`src/rtl/board_ctrl.sv`:
```
// Tic-tac-toe board owner: serialises move/clear requests onto the action RAM,
// checks cell occupancy, writes the mark, rescans the board and reports win/draw.
module board_ctrl #(
  parameter logic [7:0] BASE_ADDR = 8'h00
) (
  input  logic        clock,
  input  logic        reset_n,
  input  logic        move_valid,
  output logic        move_ready,
  input  logic [3:0]  move_cell,
  input  logic        move_player,
  input  logic        clear_req,
  output logic        resp_valid,
  output logic [1:0]  resp_status,
  output logic        resp_win,
  output logic        resp_draw,
  output logic        game_over,
  output logic [7:0]  ram_write_address,
  output logic [15:0] ram_d_in,
  output logic        ram_write_enable,
  output logic [7:0]  ram_read_address,
  input  logic [15:0] ram_d_out
);

  localparam int unsigned AW    = 8;
  localparam int unsigned DW    = 16;
  localparam int unsigned CW    = 4;
  localparam int unsigned CELLS = 9;
  localparam int unsigned LAST  = 8;

  localparam logic [1:0] ST_OK  = 2'b00;
  localparam logic [1:0] ST_OCC = 2'b01;
  localparam logic [1:0] ST_ILL = 2'b10;
  localparam logic [1:0] ST_CLR = 2'b11;

  localparam logic [DW-1:0] CODE_X = 16'h0001;
  localparam logic [DW-1:0] CODE_O = 16'h0002;

  typedef enum logic [2:0] {
    IDLE, RD_CELL, CHK_CELL, WR_CELL, SCAN, EVAL, CLEAR, DONE
  } state_t;

  state_t          state_q, state_d;
  logic [CW-1:0]   cnt_q, cnt_d;
  logic [CW-1:0]   cell_q, cell_d;
  logic            player_q, player_d;
  logic [DW-1:0]   shadow_q [CELLS];
  logic [DW-1:0]   shadow_d [CELLS];
  logic [DW-1:0]   board    [CELLS];
  logic [DW-1:0]   mover;
  logic            win, full;

  logic            ready_d, rv_d, rw_d, rd_d, go_d, we_d;
  logic [1:0]      rs_d;
  logic [AW-1:0]   wa_d, ra_d;
  logic [DW-1:0]   din_d;

  function automatic logic tri_eq(input logic [DW-1:0] a, input logic [DW-1:0] b,
                                  input logic [DW-1:0] c, input logic [DW-1:0] m);
    return (a == m) && (b == m) && (c == m);
  endfunction

  // In EVAL the last cell arrives straight from the RAM, alongside its capture.
  always_comb begin
    for (int i = 0; i < int'(CELLS); i++) board[i] = shadow_q[i];
    board[LAST] = ram_d_out;
    mover = player_q ? CODE_O : CODE_X;
    full = 1'b1;
    for (int i = 0; i < int'(CELLS); i++) if (board[i] == '0) full = 1'b0;
    win = tri_eq(board[0], board[1], board[2], mover) |
          tri_eq(board[3], board[4], board[5], mover) |
          tri_eq(board[6], board[7], board[8], mover) |
          tri_eq(board[0], board[3], board[6], mover) |
          tri_eq(board[1], board[4], board[7], mover) |
          tri_eq(board[2], board[5], board[8], mover) |
          tri_eq(board[0], board[4], board[8], mover) |
          tri_eq(board[2], board[4], board[6], mover);
  end

  always_ff @(posedge clock or negedge reset_n) begin
    if (!reset_n) begin
      state_q           <= IDLE;
      cnt_q             <= '0;
      cell_q            <= '0;
      player_q          <= 1'b0;
      for (int i = 0; i < int'(CELLS); i++) shadow_q[i] <= '0;
      move_ready        <= 1'b1;
      resp_valid        <= 1'b0;
      resp_status       <= '0;
      resp_win          <= 1'b0;
      resp_draw         <= 1'b0;
      game_over         <= 1'b0;
      ram_write_address <= '0;
      ram_d_in          <= '0;
      ram_write_enable  <= 1'b0;
      ram_read_address  <= '0;
    end else begin
      state_q           <= state_d;
      cnt_q             <= cnt_d;
      cell_q            <= cell_d;
      player_q          <= player_d;
      for (int i = 0; i < int'(CELLS); i++) shadow_q[i] <= shadow_d[i];
      move_ready        <= ready_d;
      resp_valid        <= rv_d;
      resp_status       <= rs_d;
      resp_win          <= rw_d;
      resp_draw         <= rd_d;
      game_over         <= go_d;
      ram_write_address <= wa_d;
      ram_d_in          <= din_d;
      ram_write_enable  <= we_d;
      ram_read_address  <= ra_d;
    end
  end

  // Next state plus registered outputs, decoded from the state being entered.
  always_comb begin
    state_d  = state_q;
    cnt_d    = cnt_q;
    cell_d   = cell_q;
    player_d = player_q;
    for (int i = 0; i < int'(CELLS); i++) shadow_d[i] = shadow_q[i];
    go_d     = game_over;
    rv_d     = 1'b0;
    rs_d     = ST_OK;
    rw_d     = 1'b0;
    rd_d     = 1'b0;
    ready_d  = 1'b0;
    we_d     = 1'b0;
    wa_d     = '0;
    din_d    = '0;
    ra_d     = '0;

    case (state_q)
      IDLE: begin
        if (clear_req || move_valid) begin
          cell_d   = move_cell;
          player_d = move_player;
          if (clear_req) begin
            state_d = CLEAR;
            cnt_d   = '0;
          end else if (move_cell > CW'(LAST) || game_over) begin
            state_d = DONE;
            rv_d    = 1'b1;
            rs_d    = ST_ILL;
          end else begin
            state_d = RD_CELL;
          end
        end
      end
      RD_CELL: state_d = CHK_CELL;
      CHK_CELL: begin
        if (ram_d_out != '0) begin
          state_d = DONE;
          rv_d    = 1'b1;
          rs_d    = ST_OCC;
        end else begin
          state_d = WR_CELL;
        end
      end
      WR_CELL: begin
        state_d = SCAN;
        cnt_d   = '0;
      end
      SCAN: begin
        if (cnt_q != '0) shadow_d[cnt_q - CW'(1)] = ram_d_out;
        if (cnt_q == CW'(LAST)) state_d = EVAL;
        else                    cnt_d   = cnt_q + CW'(1);
      end
      EVAL: begin
        shadow_d[LAST] = ram_d_out;
        state_d = DONE;
        rv_d    = 1'b1;
        rs_d    = ST_OK;
        rw_d    = win;
        rd_d    = !win && full;
        go_d    = game_over | win | full;
      end
      CLEAR: begin
        if (cnt_q == CW'(LAST)) begin
          state_d = DONE;
          rv_d    = 1'b1;
          rs_d    = ST_CLR;
          go_d    = 1'b0;
        end else begin
          cnt_d = cnt_q + CW'(1);
        end
      end
      DONE:    state_d = IDLE;
      default: state_d = IDLE;
    endcase

    case (state_d)
      IDLE:    ready_d = 1'b1;
      RD_CELL: ra_d = BASE_ADDR + AW'(cell_d);
      WR_CELL: begin
        we_d  = 1'b1;
        wa_d  = BASE_ADDR + AW'(cell_d);
        din_d = player_d ? CODE_O : CODE_X;
      end
      SCAN:    ra_d = BASE_ADDR + AW'(cnt_d);
      CLEAR: begin
        we_d = 1'b1;
        wa_d = BASE_ADDR + AW'(cnt_d);
      end
      default: ;
    endcase
  end

endmodule

```
`config.mk`:
```
export PLATFORM = sky130hd
export DESIGN_NAME = board_ctrl
export DESIGN_NICKNAME = d
export VERILOG_FILES = /design/src/rtl/board_ctrl.sv
export SDC_FILE = /design/constraint.sdc
export NUM_CORES = 1
export LEC_CHECK = 0
export CORE_MARGIN = 1.5
export CORE_UTILIZATION = 45
export CTS_CLUSTER_DIAMETER = 200
export DETAILED_ROUTE_END_ITERATION = 7
export GPL_TIMING_DRIVEN = 0
export PLACE_DENSITY = 0.68
export SLEW_MARGIN = 20
export SYNTH_ARGS = -nofsm -noshare
export SYNTH_HDL_FRONTEND = slang
export SYNTH_SLANG_ARGS = --single-unit
```
`constraint.sdc`:
```
create_clock -name clock -period 2 [get_ports clock]
set_input_delay 0.4 -clock clock [delete_from_list [all_inputs] [get_ports clock]]
set_output_delay 0.4 -clock clock [all_outputs]
set_load 0.05 [all_outputs]
```
==> impl_metrics.py, run 1 <==
metrics = {
    "clock_network": {
        "cts_root_buf": "clkbuf_16",
        "cts_tree": "done",
        "clock-sinks": 158,
        "clk-insertion-delay-late_ps": 430,
        "clkTransAtPathRegs_ps": 60,
        "cts_made_buffers": 17,
        "h-tree-depth": 4,
        "clock_path_buffers": 2,
    },
    "global_routing": {
        "grt_max_degree": 82,
        "grt-ovfl-total": 0,
        "grt_pass1_vias": 4862,
        "antenna_found_initial": 0,
        "grt_usage_pct": 20.5,
        "grt_pass1_wl_um": 25700,
    },
    "power_and_ir_drop": {
        "ir_drop_mv": 0.728,
        "power_uw": 14600,
        "power_density_nw_per_um2": 1530,
        "cellLeakagePower_uw": 0.00434,
    },
    "synthesis": {
        "synthTopCellsByArea": "dfrtp_1, mux2_2, nor4_1, buf_4, nor2_1",
        "synth_area_per_cell_um2": 12.7,
        "synth_area_um2": 7170,
        "synth_edf_count": 0,
        "syn_inst": 565,
        "yosys_warnings": 0,
        "synth_top_area_share_pct": 54.8,
        "seq_area_frac_synth_pct": 55.1,
        "async_reset_ff_share_pct": 100,
        "synth_top_area_cell": "dfrtp_1",
        "synth.distinct_cells": 57,
        "synthFlopType": "dfrtp_1",
        "ys_ff_latch": 158,
    },
    "timing": {
        "period_needed_ps": 2030,
        "period_share_pct": 101,
        "hold_viol": 0,
        "rsz0062_at_grt": "true",
        "layout_setup_ws_ps": -28.0,
        "finClkSkew_ps": 7.33,
        "slew_headroom_pct": 60.1,
        "drv_slew": 0,
        "clock.fmax_mhz": 493,
        "setup-violations-final": 12,
        "worst_slew_pin_slew_ps": 598,
        "fin_tns_setup_ps": -143,
    },
    "die": {
        "start_util_pct": 46.7,
        "die-area_um2": 16700,
        "rows": 45,
        "die_w_um": 129,
        "die_h_um": 129,
        "ios": 65,
        "core-area_um2": 15400,
    },
    "place": {
        "dp_hpwl_um": 10900,
        "dp_slack_ps": -979,
        "numPlacedInstances": 840,
        "portBuffers": 42,
        "gp_congestion": 0.895,
    },
    "worst_setup_path": {
        "cp_max_fo": 16,
        "cp-start-kind": "flip-flop",
        "worstSetupEndpointType": "flip-flop",
        "critical_path_arrival_ps": 2340,
        "path_class": "reg -> reg",
        "cp_data_required_time_ps": 2310,
    },
    "final_layout": {
        "antennaDiodeCount": 0,
        "fin_nets": 704,
        "n_fill_cell": 1129,
        "layout-drive-gt1-share_pct": 48.7,
        "instances_no_fill": 897,
        "syn_to_final_growth_pct": 33.9,
    },
    "drt": {
        "drtIter0Drc": 268,
        "drc_errors": 0,
        "postRouteAntennaNets": 0,
        "drt_pass1_iterations": 4,
        "vias_per_cell": 5.38,
        "wire_per_inst_um": 19.8,
        "drt-total-wl_um": 17800,
        "via_count": 4827,
    },
    "status": {
        "status": "complete, but fails checks",
        "violations": "negative setup slack",
    },
    "flow_run": {
        "drv_cap": 0,
    },
    "min_path": {
        "hp-class": "in -> reg",
    },
}
-- through the flow --
stage,util [%],cell area (µm²),hold slack (ps)
after detailed placement,52.3,8040,412
after global routing,62.5,9600,316
after floorplan,-,7320,104
after CTS,58.0,8920,395
after global placement,52.1,8010,487
final,62.5,9600,313
-- layer usage --
| metal | global-route usage, % | wire length, µm | vias up |
|---|---|---|---|
| met1 | 26.4 | 7960 | 2447 |
| met4 | 7.20 | 397 | 0 |
| met2 | 34.7 | 8710 | 124 |
| met5 | 0 | 0 | - |
| li1 | - | - | 2224 |
| met3 | 4.13 | 701 | 32 |
-- layout by cell type, fill, tap and decap left out, types with 6 or more instances in the layout --
| master | netlist | final |
|---|---|---|
| nor3b_1 | 8 | 7 |
| nor3_1 | 12 | 6 |
| buf_6 | 1 | 7 |
| dfrtp_1 | 157 | 152 |
| nor4_1 | 36 | 15 |
| nor2_1 | 30 | 22 |
| a21oi_1 | 10 | 8 |
| mux2_2 | 133 | 70 |
| nor4_4 | 1 | 12 |
| nand4_1 | 8 | 8 |
| clkdlybuf4s50_1 | 0 | 20 |
| and3_4 | 1 | 7 |
| conb_1 | 1 | 22 |
| buf_4 | 23 | 52 |
| nand2_1 | 16 | 14 |
| nor2b_1 | 9 | 8 |
| mux2_4 | 2 | 65 |
| clkbuf_16 | 0 | 19 |
| buf_2 | 13 | 9 |
| nor4_2 | 3 | 13 |
-- path summary, 6_finish.rpt --
check                                        to  slack (ps)         start  cells after the start
max reg2reg                          board[143]         -30      cnt_q[1]                      7
min                                   cell_q[2]         310  move_cell[2]                      2
min in group asynchronous  ram_write_address[0]         540       reset_n                      2
max in group asynchronous            board[120]         670       reset_n                      3
min reg2reg                           board[25]         510     board[25]                      1
max                                  board[143]         -30      cnt_q[1]                      7
-- cell families after synthesis --
kind of cell | Yosys count | share of synthesized area (%)
DFF | 158 | 55.1
xor gates and xnor gates | 2 | 0.244
buffers and inverters | 55 | 4.43
and+or+nand+nor | 162 | 13.3
adders and majority gates | 6 | 1.05
muxes | 135 | 21.3
AOI/OAI and AO/OA | 46 | 4.43
other | 1 | 0.0523
-- area by class of cell --
class	instances	area, µm²	share of cell area (%)
clock buffers	22	474	4.94
plain buffers	39	380	3.96
flip-flops and latches	158	3960	41.3
clock inverters	10	104	1.08
multi-input cells	373	3670	38.2
repair buffers	76	713	7.43
well taps	211	264	2.75
inverters	8	32.5	0.339
-- sequential cells by signal, summed over array words and instances (netlist names) --
name,cells
board,128
cell_q,4
cnt_q,4
ram_read_address,4
ram_write_address,4
state_q,3
ram_d_in,2
resp_status,2
game_over,1
move_ready,1
player_q,1
ram_write_enable,1
resp_draw,1
resp_valid,1
resp_win,1
-- what timing repair did --
item                                    4_1_cts  5_1_grt
hold endpoints to repair                     74        0
setup buffers                                16       13
hold buffers                                  1        0
resized for setup                           105      164
gates cloned                                  1        2
pin swaps                                    10       24
endpoints found under the setup margin      145      124
-- power breakdown --
part / internal (µW) / switching (µW) / total, µW
combinational: 3120 / 2870 / 5990
sequential: 4510 / 1030 / 5540
clock: 1830 / 1290 / 3120
-- critical path, stage by stage, from the launching register on --
cell and delay (ps):
dfrtp_2 420, inv_2 70, ha_4 190, or3_4 380, o21ai_4 90, and3_4 230, buf_12 180, mux2_2 350
-- synthesized netlist by cell type (all sizes together), types with 3 or more instances --
| cell type | n |
|---|---|
| clkbuf | 10 |
| inv | 8 |
| nor4 | 40 |
| nand3 | 4 |
| nor3 | 12 |
| o211ai | 3 |
| nand2 | 16 |
| and3 | 9 |
| or2 | 4 |
| a21o | 5 |
| mux2 | 135 |
| buf | 37 |
| nand2b | 5 |
| and3b | 4 |
| a21oi | 10 |
| nor3b | 8 |
| o21ai | 6 |
| nor2 | 30 |
| nand4 | 8 |
| dfrtp | 157 |
| a22oi | 5 |
| nor2b | 9 |
| and2 | 3 |
| ha | 6 |
(Power assumes the default switching activity.)
==> inputs of run 2 (changes only) <==
--- a/config.mk
+++ b/config.mk
@@ -10,6 +10,7 @@
 export CTS_CLUSTER_DIAMETER = 200
 export DETAILED_ROUTE_END_ITERATION = 7
 export GPL_TIMING_DRIVEN = 0
+export HOLD_SLACK_MARGIN = 0.05
 export PLACE_DENSITY = 0.68
 export SLEW_MARGIN = 20
 export SYNTH_ARGS = -nofsm -noshare
==> results of run 2 <==
The final DEF is identical to that of run 1; final timing and power are the same.
==> inputs of run 3 (changes only) <==
--- a/config.mk
+++ b/config.mk
@@ -5,6 +5,7 @@
 export SDC_FILE = /design/constraint.sdc
 export NUM_CORES = 1
 export LEC_CHECK = 0
+export ABC_AREA = 1
 export CORE_MARGIN = 1.5
 export CORE_UTILIZATION = 45
 export CTS_CLUSTER_DIAMETER = 200
@@ -12,7 +13,7 @@
 export GPL_TIMING_DRIVEN = 0
 export HOLD_SLACK_MARGIN = 0.05
 export PLACE_DENSITY = 0.68
-export SLEW_MARGIN = 20
+export SLEW_MARGIN = 25
 export SYNTH_ARGS = -nofsm -noshare
 export SYNTH_HDL_FRONTEND = slang
 export SYNTH_SLANG_ARGS = --single-unit
==> run 3 against run 2 <==
The flow still finishes with violations (negative setup slack). Sequential share of layout area up 1.4 points. Die area increased by 1.9%. Via count is 11% higher. Total power fell by 9.8%. Global-route usage shrank 0.69 points. Maximum frequency is 0.42% lower. Clock-buffer cell count unchanged. Utilization is 4.1 points lower. Sequential power down 10%. Critical path depth grew 3. Synthesized cell count is 33% higher. Non-clock buffer count fell by 5. Critical path type unchanged. Highest routed layer unchanged.
==> impl_metrics.py, run 3 <==
metrics = {
    "drt": {
        "wire_per_inst_um": 15.4,
        "postRouteAntennaNets": 0,
        "drt-total-wl_um": 16700,
        "drt_pass1_iterations": 5,
        "drc_errors": 0,
        "via_count": 5340,
        "vias_per_cell": 4.93,
        "drtIter0Drc": 372,
    },
    "timing": {
        "rsz0062_at_grt": "true",
        "clock.fmax_mhz": 491,
        "setup-violations-final": 40,
        "hold_viol": 0,
        "drv_slew": 0,
        "slew_headroom_pct": 65.4,
        "worst_slew_pin_slew_ps": 518,
        "layout_setup_ws_ps": -36.6,
        "finClkSkew_ps": 10.4,
        "period_needed_ps": 2040,
        "period_share_pct": 102,
    },
    "global_routing": {
        "antenna_found_initial": 0,
        "grt_max_degree": 94,
        "grt_usage_pct": 19.8,
        "grt_pass1_vias": 4896,
        "grt-ovfl-total": 0,
        "grt_pass1_wl_um": 25500,
    },
    "synthesis": {
        "yosysMostFrequentCell": "dfrtp_1",
        "synth_top_area_share_pct": 53.7,
        "syn_inst": 749,
        "synth_top_area_cell": "dfrtp_1",
        "synth_compound_area_share_pct": 4.57,
        "synthFlopType": "dfrtp_1",
        "synth_area_per_cell_um2": 9.76,
        "synth.distinct_cells": 34,
        "yosys_warnings": 0,
        "synthXorXnorAreaFrac_pct": 0.359,
        "synthTopCellsByCount": "dfrtp_1, nand2_1, nor2_1, mux2_2, inv_1",
        "seq_area_frac_synth_pct": 54.1,
        "async_reset_ff_share_pct": 100,
        "ys_ff_latch": 158,
        "synth_fa_ha_area_share_pct": 1.03,
        "synth_area_um2": 7310,
        "synthMuxAreaShare_pct": 13.7,
        "synth-simple-area-share_pct": 18.2,
        "synth_top_family_by_area": "simple AND/OR/NAND/NOR gates",
        "synthTopCellsByArea": "dfrtp_1, mux2_2, nand2_1, nor2_1, inv_1",
        "synth_edf_count": 0,
    },
    "min_path": {
        "hold_path_startpoint": "ram_d_out[13]",
        "hold_depth": 3,
        "hp-class": "in -> reg",
        "hold-path-endpoint": "board[45]",
    },
    "worst_setup_path": {
        "cp_data_required_time_ps": 2310,
        "crit_path_cell_trace": "inv_2 -> ha_4 -> inv_2 -> nor2_4 -> a211oi_4 -> buf_6 -> nand2_4 -> nor2_4 -> buf_6 -> mux2_2",
        "r2r_end": "board[73]",
        "slowest_stage": "dfrtp_1",
        "critPathMaxStageDelay_ps": 380,
        "path_class": "reg -> reg",
        "rrSetupSlack_ps": -40,
        "reg2reg_depth": 10,
        "cp_max_fo": 5,
        "cp-start-kind": "flip-flop",
        "critPathLaunch": "cnt_q[1]",
        "timing.rr.start": "cnt_q[1]",
        "cpLargestDelayFamily": "buffers and inverters",
        "critical_path_arrival_ps": 2350,
        "crit_buf_inv": 4,
        "worstSetupEndpointType": "flip-flop",
    },
    "final_layout": {
        "largest_register_ffs": 128,
        "instances_no_fill": 1084,
        "syn_to_final_growth_pct": 26.7,
        "layout_common_cells": "dfrtp_1, nand2_1, nor2_1, inv_1, mux2_4",
        "layout_commonest_cell": "dfrtp_1",
        "fin_nets": 886,
        "antennaDiodeCount": 0,
        "layout-drive-gt1-share_pct": 24.7,
    },
    "place": {
        "dp_hpwl_um": 10600,
        "numPlacedInstances": 1025,
        "portBuffers": 38,
        "gp_congestion": 0.895,
    },
    "status": {
        "status": "complete, but fails checks",
        "violations": "negative setup slack",
    },
    "power_and_ir_drop": {
        "ir_drop_mv": 0.665,
        "power_density_nw_per_um2": 1430,
        "power_uw": 13200,
        "cellLeakagePower_uw": 0.00464,
    },
    "die": {
        "rows": 46,
        "core-area_um2": 15900,
        "die_h_um": 130,
        "ios": 65,
        "die-area_um2": 17000,
        "die_w_um": 130,
        "start_util_pct": 46.0,
    },
    "clock_network": {
        "clock_path_buffers": 2,
        "cts_made_buffers": 17,
        "clk-insertion-delay-late_ps": 430,
        "clock-sinks": 158,
        "clkTransAtPathRegs_ps": 60,
        "cts_tree": "done",
        "h-tree-depth": 4,
        "cts_root_buf": "clkbuf_16",
    },
    "flow_run": {
        "drv_cap": 0,
    },
}
## run 3: cell count changes after synthesis, moves of 10 or more
cell	before	now
nand4_1	8	18
mux2_1	0	12
nor2_1	30	91
o21ai_0	6	50
nor4_1	36	1
mux2_2	133	77
nand3_1	4	16
inv_1	8	72
nand2_1	16	156
## run 3: worst max-delay path by stage
stage                       endpoint  cells after the start
finish                     board[73]                     10
global route               board[75]                     10
CTS                        board[42]                      9
detailed placement  ram_write_enable                     10
global placement            resp_win                      1
floorplan                  board[42]                      9
## run 3: area by class of cell
cell class,instances,area [µm²]
Sequential cell,158,3960
Multi-Input combinational cell,495,3160
Buffer,44,379
Tap cell,216,270
Clock buffer,22,454
Clock inverter,10,139
Timing Repair Buffer,66,634
Fill cell,1364,6620
Inverter,73,274
## run 3: worst reg2reg max path, delay by kind of cell (launching register included)
kind,cells,cell delay [ps]
buffers and inverters,4,460
AND/OR/NAND/NOR,3,290
adder cells (fa/ha/maj),1,170
AO/OA/AOI/OAI,1,290
flip-flops,1,380
multiplexers,1,330
## run 3: metrics by stage
stage	setup slack, ps	util, %	setup TNS [ps]	area, µm²	hold WS, ps
after floorplan	41.6	-	0	7390	104
after global placement	-5880	50.6	-943250	8040	468
after detailed placement	-585	50.8	-22090	8070	378
after CTS	-2.83	55.5	-6.02	8810	420
after global routing	-114	58.3	-5870	9270	429
final	-36.6	58.3	-609	9270	404
## run 3: power by group
part,internal [µW],leakage (µW),total (µW),switching [µW]
clock network,1990,0.000276,3250,1260
logic,2080,0.00240,4990,2910
registers,4360,0.00197,4970,602
total,8440,0.00464,13200,4770
## run 3: cell families (layout without fill, tap and decap cells)
family	Yosys count	after routing
AO/OA/AOI/OAI	61	61
XOR/XNOR	3	3
adder cells (fa/ha/maj)	6	6
buffers and inverters	117	215
flip-flops	158	158
multiplexers	89	89
other	1	22
AND/OR/NAND/NOR	314	314
## run 3: repair_timing
| action | CTS | global route |
|---|---|---|
| setup endpoints to repair | 107 | 106 |
| hold endpoints to repair | 64 | 0 |
| gates cloned | 0 | 4 |
| resized for setup | 37 | 95 |
| hold buffers | 1 | 0 |
| setup buffers | 10 | 12 |
| pin swaps | 3 | 4 |
## run 3: layer usage
layer / vias to the layer above / track usage [%] / part of all wire (%)
met3: 18 / 3.99 / 4.7
met1: 2608 / 28.1 / 47
li1: 2585 / - / -
met2: 129 / 30.9 / 47
met5: - / 0 / 0
met4: 0 / 6.46 / 1.4
